$ cat src/rtl/cl_sde_pkg.sv
// cl_sde_pkg: shared types for the SDE result packer (record layout, FSM states)
package cl_sde_pkg;
   localparam int REC_W = 32;
   typedef struct packed {
      logic [15:0] logit;
      logic [11:0] seq;
      logic [3:0]  cls;
   } sde_rec_t;
   typedef enum logic [1:0] {IDLE, SCAN, STORE, EMIT} packer_state_e;
endpackage

$ cat src/rtl/cl_sde_argmax_seq.sv
// cl_sde_argmax_seq: sequential signed argmax, one class compared per cycle
module cl_sde_argmax_seq #(
   parameter int NUM_CLASS = 10,
   parameter int LOGIT_W   = 16
) (
   input  logic                         clk,
   input  logic                         rst_n,
   input  logic                         start,
   input  logic [NUM_CLASS*LOGIT_W-1:0] logits,
   output logic                         done,
   output logic [3:0]                   idx,
   output logic signed [LOGIT_W-1:0]    max_logit
);
   logic [NUM_CLASS*LOGIT_W-1:0] data_q;
   logic [3:0] i_q;
   logic busy_q;
   logic signed [LOGIT_W-1:0] cur;
   assign cur = data_q[i_q*LOGIT_W +: LOGIT_W];
   // done marks the final compare; idx/max_logit hold the result from the next cycle
   assign done = busy_q && i_q == 4'(NUM_CLASS-1);
   always_ff @(posedge clk) begin
      if (!rst_n) begin
         data_q    <= '0;
         i_q       <= '0;
         busy_q    <= 1'b0;
         idx       <= '0;
         max_logit <= '0;
      end else if (start) begin
         data_q    <= logits;
         i_q       <= 4'd1;
         busy_q    <= 1'b1;
         idx       <= '0;
         max_logit <= logits[LOGIT_W-1:0];
      end else if (busy_q) begin
         if (cur > max_logit) begin
            max_logit <= cur;
            idx       <= i_q;
         end
         i_q    <= done ? i_q : i_q + 4'd1;
         busy_q <= !done;
      end
   end
endmodule

$ cat src/rtl/cl_sde_vgg_result_packer.sv
// cl_sde_vgg_result_packer: argmax per VGG result beat, packs 32-bit records
// into 512-bit AXI-stream beats, flushing on full or idle timeout.
module cl_sde_vgg_result_packer
   import cl_sde_pkg::*;
#(
   parameter int NUM_CLASS = 10,
   parameter int LOGIT_W   = 16,
   parameter int PACK_N    = 16,
   parameter int SEQ_W     = 12,
   parameter int TO_W      = 16
) (
   input  logic                         clk,
   input  logic                         rst_n,
   input  logic [TO_W-1:0]              cfg_flush_to,
   input  logic                         cfg_clear,
   input  logic                         s_valid,
   input  logic [NUM_CLASS*LOGIT_W-1:0] s_data,
   output logic                         s_ready,
   output logic                         m_valid,
   output logic [511:0]                 m_data,
   output logic [63:0]                  m_keep,
   output logic [63:0]                  m_user,
   output logic                         m_last,
   input  logic                         m_ready,
   output logic [31:0]                  img_count
);
   packer_state_e state_q, state_d;
   logic [4:0] count_q;
   logic [SEQ_W-1:0] seq_q;
   logic [TO_W-1:0] idle_q;
   logic [511:0] rec_buf_q;
   logic clr_pend_q, accept, clr_now, to_fire, am_done;
   logic [3:0] am_idx;
   logic signed [LOGIT_W-1:0] am_max;
   logic [6:0] sh;
   sde_rec_t rec;
   cl_sde_argmax_seq #(.NUM_CLASS(NUM_CLASS), .LOGIT_W(LOGIT_W)) u_argmax (
      .clk(clk), .rst_n(rst_n), .start(accept), .logits(s_data),
      .done(am_done), .idx(am_idx), .max_logit(am_max)
   );
   assign s_ready = state_q == IDLE;
   assign accept  = s_valid && s_ready;
   assign m_valid = state_q == EMIT;
   assign m_last  = m_valid;
   // a clear raised outside IDLE waits in clr_pend_q until IDLE is re-entered
   assign clr_now = s_ready && (cfg_clear || clr_pend_q);
   assign to_fire = s_ready && !accept && !clr_now && count_q != 5'd0 &&
                    cfg_flush_to != '0 && idle_q + 1'b1 == cfg_flush_to;
   assign rec     = '{logit: 16'(am_max), seq: 12'(seq_q), cls: am_idx};
   assign sh      = 7'd64 - {count_q, 2'b00};
   assign m_data  = m_valid ? rec_buf_q : '0;
   assign m_keep  = m_valid ? {64{1'b1}} >> sh : '0;
   assign m_user  = m_valid ? {56'd0, 3'd0, count_q} : '0;
   always_comb begin
      state_d = state_q;
      case (state_q)
         IDLE:    state_d = accept ? SCAN : to_fire ? EMIT : IDLE;
         SCAN:    state_d = am_done ? STORE : SCAN;
         STORE:   state_d = count_q + 5'd1 == 5'(PACK_N) ? EMIT : IDLE;
         default: state_d = m_ready ? IDLE : EMIT;
      endcase
   end
   always_ff @(posedge clk) begin
      if (!rst_n) begin
         state_q    <= IDLE;
         count_q    <= '0;
         seq_q      <= '0;
         idle_q     <= '0;
         rec_buf_q  <= '0;
         clr_pend_q <= 1'b0;
         img_count  <= '0;
      end else begin
         state_q    <= state_d;
         clr_pend_q <= s_ready ? 1'b0 : clr_pend_q || cfg_clear;
         idle_q     <= (s_ready && !accept && !clr_now && !to_fire && count_q != 5'd0 &&
                        cfg_flush_to != '0) ? idle_q + 1'b1 : '0;
         if (clr_now) begin
            count_q   <= '0;
            seq_q     <= '0;
            rec_buf_q <= '0;
         end else if (state_q == STORE) begin
            rec_buf_q[REC_W*count_q[3:0] +: REC_W] <= rec;
            count_q <= count_q + 5'd1;
            seq_q   <= seq_q + 1'b1;
         end else if (m_valid && m_ready) begin
            count_q   <= '0;
            rec_buf_q <= '0;
         end
         if (state_q == STORE) img_count <= img_count + 32'd1;
      end
   end
endmodule

$ cat config.mk
export PLATFORM = sky130hd
export DESIGN_NAME = cl_sde_vgg_result_packer
export DESIGN_NICKNAME = d
export VERILOG_FILES = /design/src/rtl/cl_sde_pkg.sv /design/src/rtl/cl_sde_argmax_seq.sv /design/src/rtl/cl_sde_vgg_result_packer.sv
export SDC_FILE = /design/constraint.sdc
export NUM_CORES = 2
export LEC_CHECK = 0
export ABC_AREA = 0
export BUFFER_PORTS_ARGS = -buffer_cell sky130_fd_sc_hd__buf_4
export CORE_AREA = 4 4 329 331
export CTS_BUF_LIST = sky130_fd_sc_hd__clkbuf_4 sky130_fd_sc_hd__clkbuf_8
export DETAILED_ROUTE_END_ITERATION = 8
export DIE_AREA = 0 0 333 335
export PLACE_DENSITY = 0.52
export SLEW_MARGIN = 20
export SYNTH_ARGS = -nofsm -noshare
export SYNTH_HDL_FRONTEND = slang
export SYNTH_SLANG_ARGS = --single-unit
$ cat constraint.sdc
create_clock -name clk -period 8.2 [get_ports clk]
set_input_delay 1.64 -clock clk [delete_from_list [all_inputs] [get_ports clk]]
set_output_delay 1.64 -clock clk [all_outputs]
set_load 0.02 [all_outputs]
# Word-level counts from Yosys, hierarchy flattened

Cells that the tools add are included.

Flip-flop bits (word level): 765
Bits of input ports: 181
Logic and storage cells: 87

Add/subtract/negate cells: 7
Order comparisons: 1
Equality and inequality tests: 7
Shifts and indexed selects: 4
Muxes and demuxes: 22
Bitwise logic cells: 2
Reductions and logical operators: 31

Operators with widths:

| cell                                                     | number |
|---|---|
| two-way mux 512 bit                                      | 3 |
| bitwise mux 512 bit                                      | 1 |
| variable shift 32 x 34 -> 512 bit (first input constant) | 1 |
| indexed part select 32 x 34 -> 512 bit                   | 1 |
| indexed part select 160 x 9 -> 16 bit                    | 1 |
| two-way mux 64 bit                                       | 1 |
| >> shifter 64 x 7 -> 64 bit (first input constant)       | 1 |
| two-way mux 16 bit                                       | 3 |
| negation 9 -> 34 bit                                     | 1 |
| adder 32 x 1 -> 32 bit (second input constant)           | 1 |
| adder 16 x 1 -> 16 bit (second input constant)           | 1 |
| equality test 16 bit                                     | 1 |
| > comparator 16 bit                                      | 1 |
| nonzero test 16 bit                                      | 1 |
| two-way mux 5 bit                                        | 3 |
| adder 12 x 1 -> 12 bit (second input constant)           | 1 |
| logical AND 1 bit                                        | 12 |
| two-way mux 2 bit                                        | 5 |
| AND reduction 2 bit                                      | 5 |
| subtractor 7 bit (first input constant)                  | 1 |
| one-hot mux 2 bit (3 select lines)                       | 1 |
| nonzero test 2 bit                                       | 3 |
| OR reduction 2 bit                                       | 3 |
| adder 5 x 1 -> 5 bit (second input constant)             | 1 |
| 12 further kinds                                         | 21 |

# Longest topological paths before layout

Word-level depth: 13
Gate-level depth with buffers: 15
Depth with buffers taken out: 11

# Modules after synthesis

From an unflattened synthesis, not the netlist that was laid out.

Cells, all modules: 4422
Area, all modules: 35874.4 um2

Modules (own cells, without submodules):

| module                   | times used | cells each | area an instance (um2) | seq. area each (um2) |
|---|---|---|---|---|
| cl_sde_vgg_result_packer | 1          | 3598       | 27039.7                | 11611.1 |
| cl_sde_argmax_seq        | 1          | 824        | 8834.7                 | 3703.6 |

# Least setup slack after synthesis

No wires, ideal clock.

Kind: reg2out
From: register count_q[0]
To: output port m_keep[37]
Arrival: 2635 ps
Slack: 3925 ps
Stages on the path, launching flop included: 11
Path buffers: 3
Path through: dfxtp_1 > clkbuf_1 > inv_1 > ha_1 > nor3b_1 > ha_1 > nand2_1 > or2_2 > clkbuf_1 > nor2_1 > buf_4

Cells in the longest elaborated chain, start to end: 3

RTL lines:

| element                     | RTL line                       | text |
|---|---|---|
| from (decl)                 | cl_sde_vgg_result_packer.sv:28 | `logic [4:0] count_q;` |
| from (signal assigned)      | cl_sde_vgg_result_packer.sv:83 | `count_q <= count_q + 5'd1;` |
| subtractor 7 bit            | cl_sde_vgg_result_packer.sv:50 | `assign sh = 7'd64 - {count_q, 2'b00};` |
| >> shifter 64 x 7 -> 64 bit | cl_sde_vgg_result_packer.sv:52 | `assign m_keep = m_valid ? {64{1'b1}} >> sh : '0;` |
| two-way mux 64 bit          | cl_sde_vgg_result_packer.sv:52 |  |
| to (decl)                   | cl_sde_vgg_result_packer.sv:21 | `output logic [63:0] m_keep,` |

No other way between the ends.

# Worst setup path after layout

From: register count_q[0]
To: output port m_keep[8]

Same word-level chain as after synthesis.

==> flow_metrics.py <==
metrics = {
    "global_routing": {
        "grt_usage_pct": 27.0,
        "first_global_vias": 32476,
        "grt_overflow_total": 0,
        "grt_max_degree": 313,
        "antenna_found_initial": 9,
        "grt_pass1_wl_um": 227000,
    },
    "clock_tree": {
        "cts_root_buf": "clkbuf_8",
        "cts.repair.resized": 0,
        "ctsHoldBuffers": 0,
        "cts_tree": "done",
        "htree_levels": 4,
        "cts.sinks": 765,
        "clock_latency_ps": 830,
        "cts.path.max_buffers": 3,
        "cts_setup_buffers": 0,
        "clkSlewWorstSetupHoldPaths_ps": 60,
        "cts-buffers-inserted": 143,
    },
    "logic_synthesis": {
        "synth_common_cells": "765 x dfxtp_1, 576 x nor2_1, 534 x nand2_1",
        "yosysUniqueCellTypes": 64,
        "synth_edf_count": 0,
        "yosysMostFrequentCell": "dfxtp_1",
        "synth-async-reset-ratio_pct": 0,
        "netlist_area_mm2": 0.0358,
        "seq_area_frac_synth_pct": 42.8,
        "syn_area_per_cell_um2": 7.78,
        "synthCells": 4601,
        "synth-seq-cells": 765,
        "ys.flop_type": "dfxtp_1",
        "synth_top_area_share_pct": 42.8,
        "yosys.area.top_type": "dfxtp_1",
        "yosysWarnings": 0,
        "netlist_top_cells_area": "dfxtp_1 43%, and3_1 9.2%, nor2_1 6.0%",
    },
    "power_and_ir_drop": {
        "switching_power_w": 0.00216,
        "p_per_area_mw_per_mm2": 187,
        "peakVddDrop_mv": 0.111,
        "seq_power_share_pct": 45.9,
        "power_leakage_nw": 18.9,
        "intPower_w": 0.00620,
        "sw_frac_of_total_pct": 25.9,
        "power_frac_clock_pct": 46.8,
        "combPwrFrac_pct": 7.3,
    },
    "placed_design": {
        "place.gp.congestion": 0.870,
        "dp_hpwl_um": 107000,
        "place.port_buffers": 796,
        "place_area_mm2": 0.0417,
        "dp_slack_ps": 3190,
    },
    "final_layout": {
        "drive_gt1_share_pct": 22.9,
        "seq_area_mm2": 0.0153,
        "nNetsFinal": 5279,
        "multi_input_area_mm2": 0.0179,
        "design_area_mm2": 0.0448,
        "fill_cells": 10829,
        "area_delta_synth_final_pct": 25.2,
    },
    "timing": {
        "finalSetupTns_ps": 0,
        "setup_violations": 0,
        "hold_slack_ps": 459,
        "tightest_slew_ps": 1140,
        "max_freq_ghz": 0.171,
        "maxSlewViolCount": 0,
        "setup_slack_ps": 2360,
        "hold_viol": 0,
        "rsz0062_at_grt": "no",
        "finalCritPeriodShare_pct": 71.2,
        "skew_ps": 37.8,
        "finalCriticalPeriod_ps": 5840,
        "slew_headroom_pct": 23.8,
    },
    "die": {
        "die_y_um": 335,
        "ios": 856,
        "start_util_pct": 34.0,
        "design.die.area_mm2": 0.112,
        "core_mm2": 0.105,
        "rows": 119,
        "die_w_um": 333,
    },
    "detailed_routing": {
        "ant_nets": 0,
        "drt-total-wl_um": 160000,
        "viasPerCell": 5.31,
        "post-route-drc-count": 0,
        "drt_iter0_markers": 3192,
        "drt-wirelength-per-cell_um": 24.4,
        "dr.pass1.iters": 5,
        "num_vias": 34877,
    },
    "critical_path": {
        "cp.arrival_ps": 4200,
        "cp-start-kind": "flop",
        "max_stage_delay_ps": 980,
        "cp_slowest_cell": "ha_4",
        "path_buf_inv": 2,
        "crit_path_end_kind": "output port",
        "crit_family": "adder cells",
        "crit_chain": "inv_1 -> ha_4 -> nor2b_1 -> a21oi_1 -> buf_4",
        "cp_max_fo": 79,
        "critPathRequiredTime_ps": 6560,
        "critPathKind": "flop to output port",
    },
    "min_path": {
        "hold_path_class": "flop to flop",
    },
    "job": {
        "drv_cap": 0,
    },
    "outcome": {
        "outcome": "finished, final reports clean",
    },
}
final timing paths:
check	slack (ps)	from	cells after the start	endpoint
worst max-delay path	2360	count_q[0]	5	m_keep[8]
worst min-delay path	460	u_argmax.data_q[120]	2	u_argmax.data_q[120]
worst max register to register	3210	u_argmax.i_q[1]	12	u_argmax.max_logit[0]
worst min register to register	460	u_argmax.data_q[120]	2	u_argmax.data_q[120]
layout make-up:
class / instances / share of cell area [%]
Multi-Input combinational cell: 3257 / 40.1
Timing Repair Buffer: 863 / 14.7
Antenna cell: 10 / 0.0559
Clock inverter: 22 / 0.517
Tap cell: 1391 / 3.89
Sequential cell: 765 / 34.3
Inverter: 39 / 0.327
Clock buffer: 224 / 6.17
layer usage:
metal  GRT usage, %  up-vias  wire [um]
met3           7.15      211      13000
met1           34.5    16645      67100
met2           44.0     1299      75200
met5              0        -         31
met4           9.46        4       5030
li1               -    16718          -
tightest hold or removal path, cell delays in order (launching register included):
cell and delay, ps:
dfxtp_1 300, nand2_1 40, a21boi_0 60
power groups by stage:
stage                     clock network (W)  registers, W  logic (W)
after floorplan                           0       0.00387   0.000387
final                               0.00392       0.00384   0.000608
after detailed placement                  0       0.00392   0.000610
after global placement                    0       0.00392   0.000608
after global routing                0.00418       0.00385   0.000655
after CTS                           0.00402       0.00384   0.000610
cell usage in the layout (no fill, tap or decap), drive strengths merged, types with 25 or more instances in the layout:
| cell | netlist | layout |
|---|---|---|
| a21boi | 166 | 166 |
| a21oi | 278 | 278 |
| a31oi | 262 | 262 |
| and2 | 31 | 31 |
| and3 | 526 | 526 |
| buf | 136 | 863 |
| clkbuf | 460 | 224 |
| conb | 1 | 59 |
| dfxtp | 765 | 765 |
| ha | 29 | 29 |
| inv | 38 | 42 |
| mux2i | 36 | 36 |
| mux4 | 32 | 32 |
| nand2 | 534 | 534 |
| nand3 | 414 | 414 |
| nand4 | 26 | 26 |
| nor2 | 576 | 576 |
| nor3 | 75 | 75 |
| o21ai | 25 | 25 |
| or3 | 26 | 26 |
| xnor2 | 39 | 39 |
| xor2 | 26 | 26 |
flip-flops by register name, indices dropped and copies added (netlist names):
signal and flops:
idle_q 16, u_argmax.idx 4, clr_pend_q 1, count_q 5
state_q 2, img_count 32, rec_buf_q 512, u_argmax.data_q 160
u_argmax.max_logit 16, seq_q 12, u_argmax.busy_q 1, u_argmax.i_q 4
logic make-up (layout without fill, tap and decap cells):
| kind of cell | count (synthesis) | after routing | share of synthesized area, % |
|---|---|---|---|
| AND/OR/NAND/NOR | 2246 | 2246 | 29.9 |
| AO/OA/AOI/OAI | 790 | 790 | 13.6 |
| flip-flops | 765 | 765 | 42.8 |
| buffers and inverters | 637 | 1148 | 8.00 |
| multiplexers | 68 | 68 | 3.02 |
| XOR/XNOR | 65 | 65 | 1.59 |
| adder cells (fa/ha/maj) | 29 | 29 | 1.01 |
| other | 1 | 69 | 0.0105 |
per-stage QoR:
| step | power, W | std cells | utilization, % |
|---|---|---|---|
| after floorplan | 0.00426 | 4659 | - |
| after global placement | 0.00453 | 6314 | 39.7 |
| after detailed placement | 0.00453 | 6314 | 39.7 |
| after CTS | 0.00847 | 6560 | 42.5 |
| after global routing | 0.00868 | 6563 | 42.6 |
| final | 0.00837 | 6571 | 42.6 |
No activity file was read; power rests on OpenSTA's default activity.
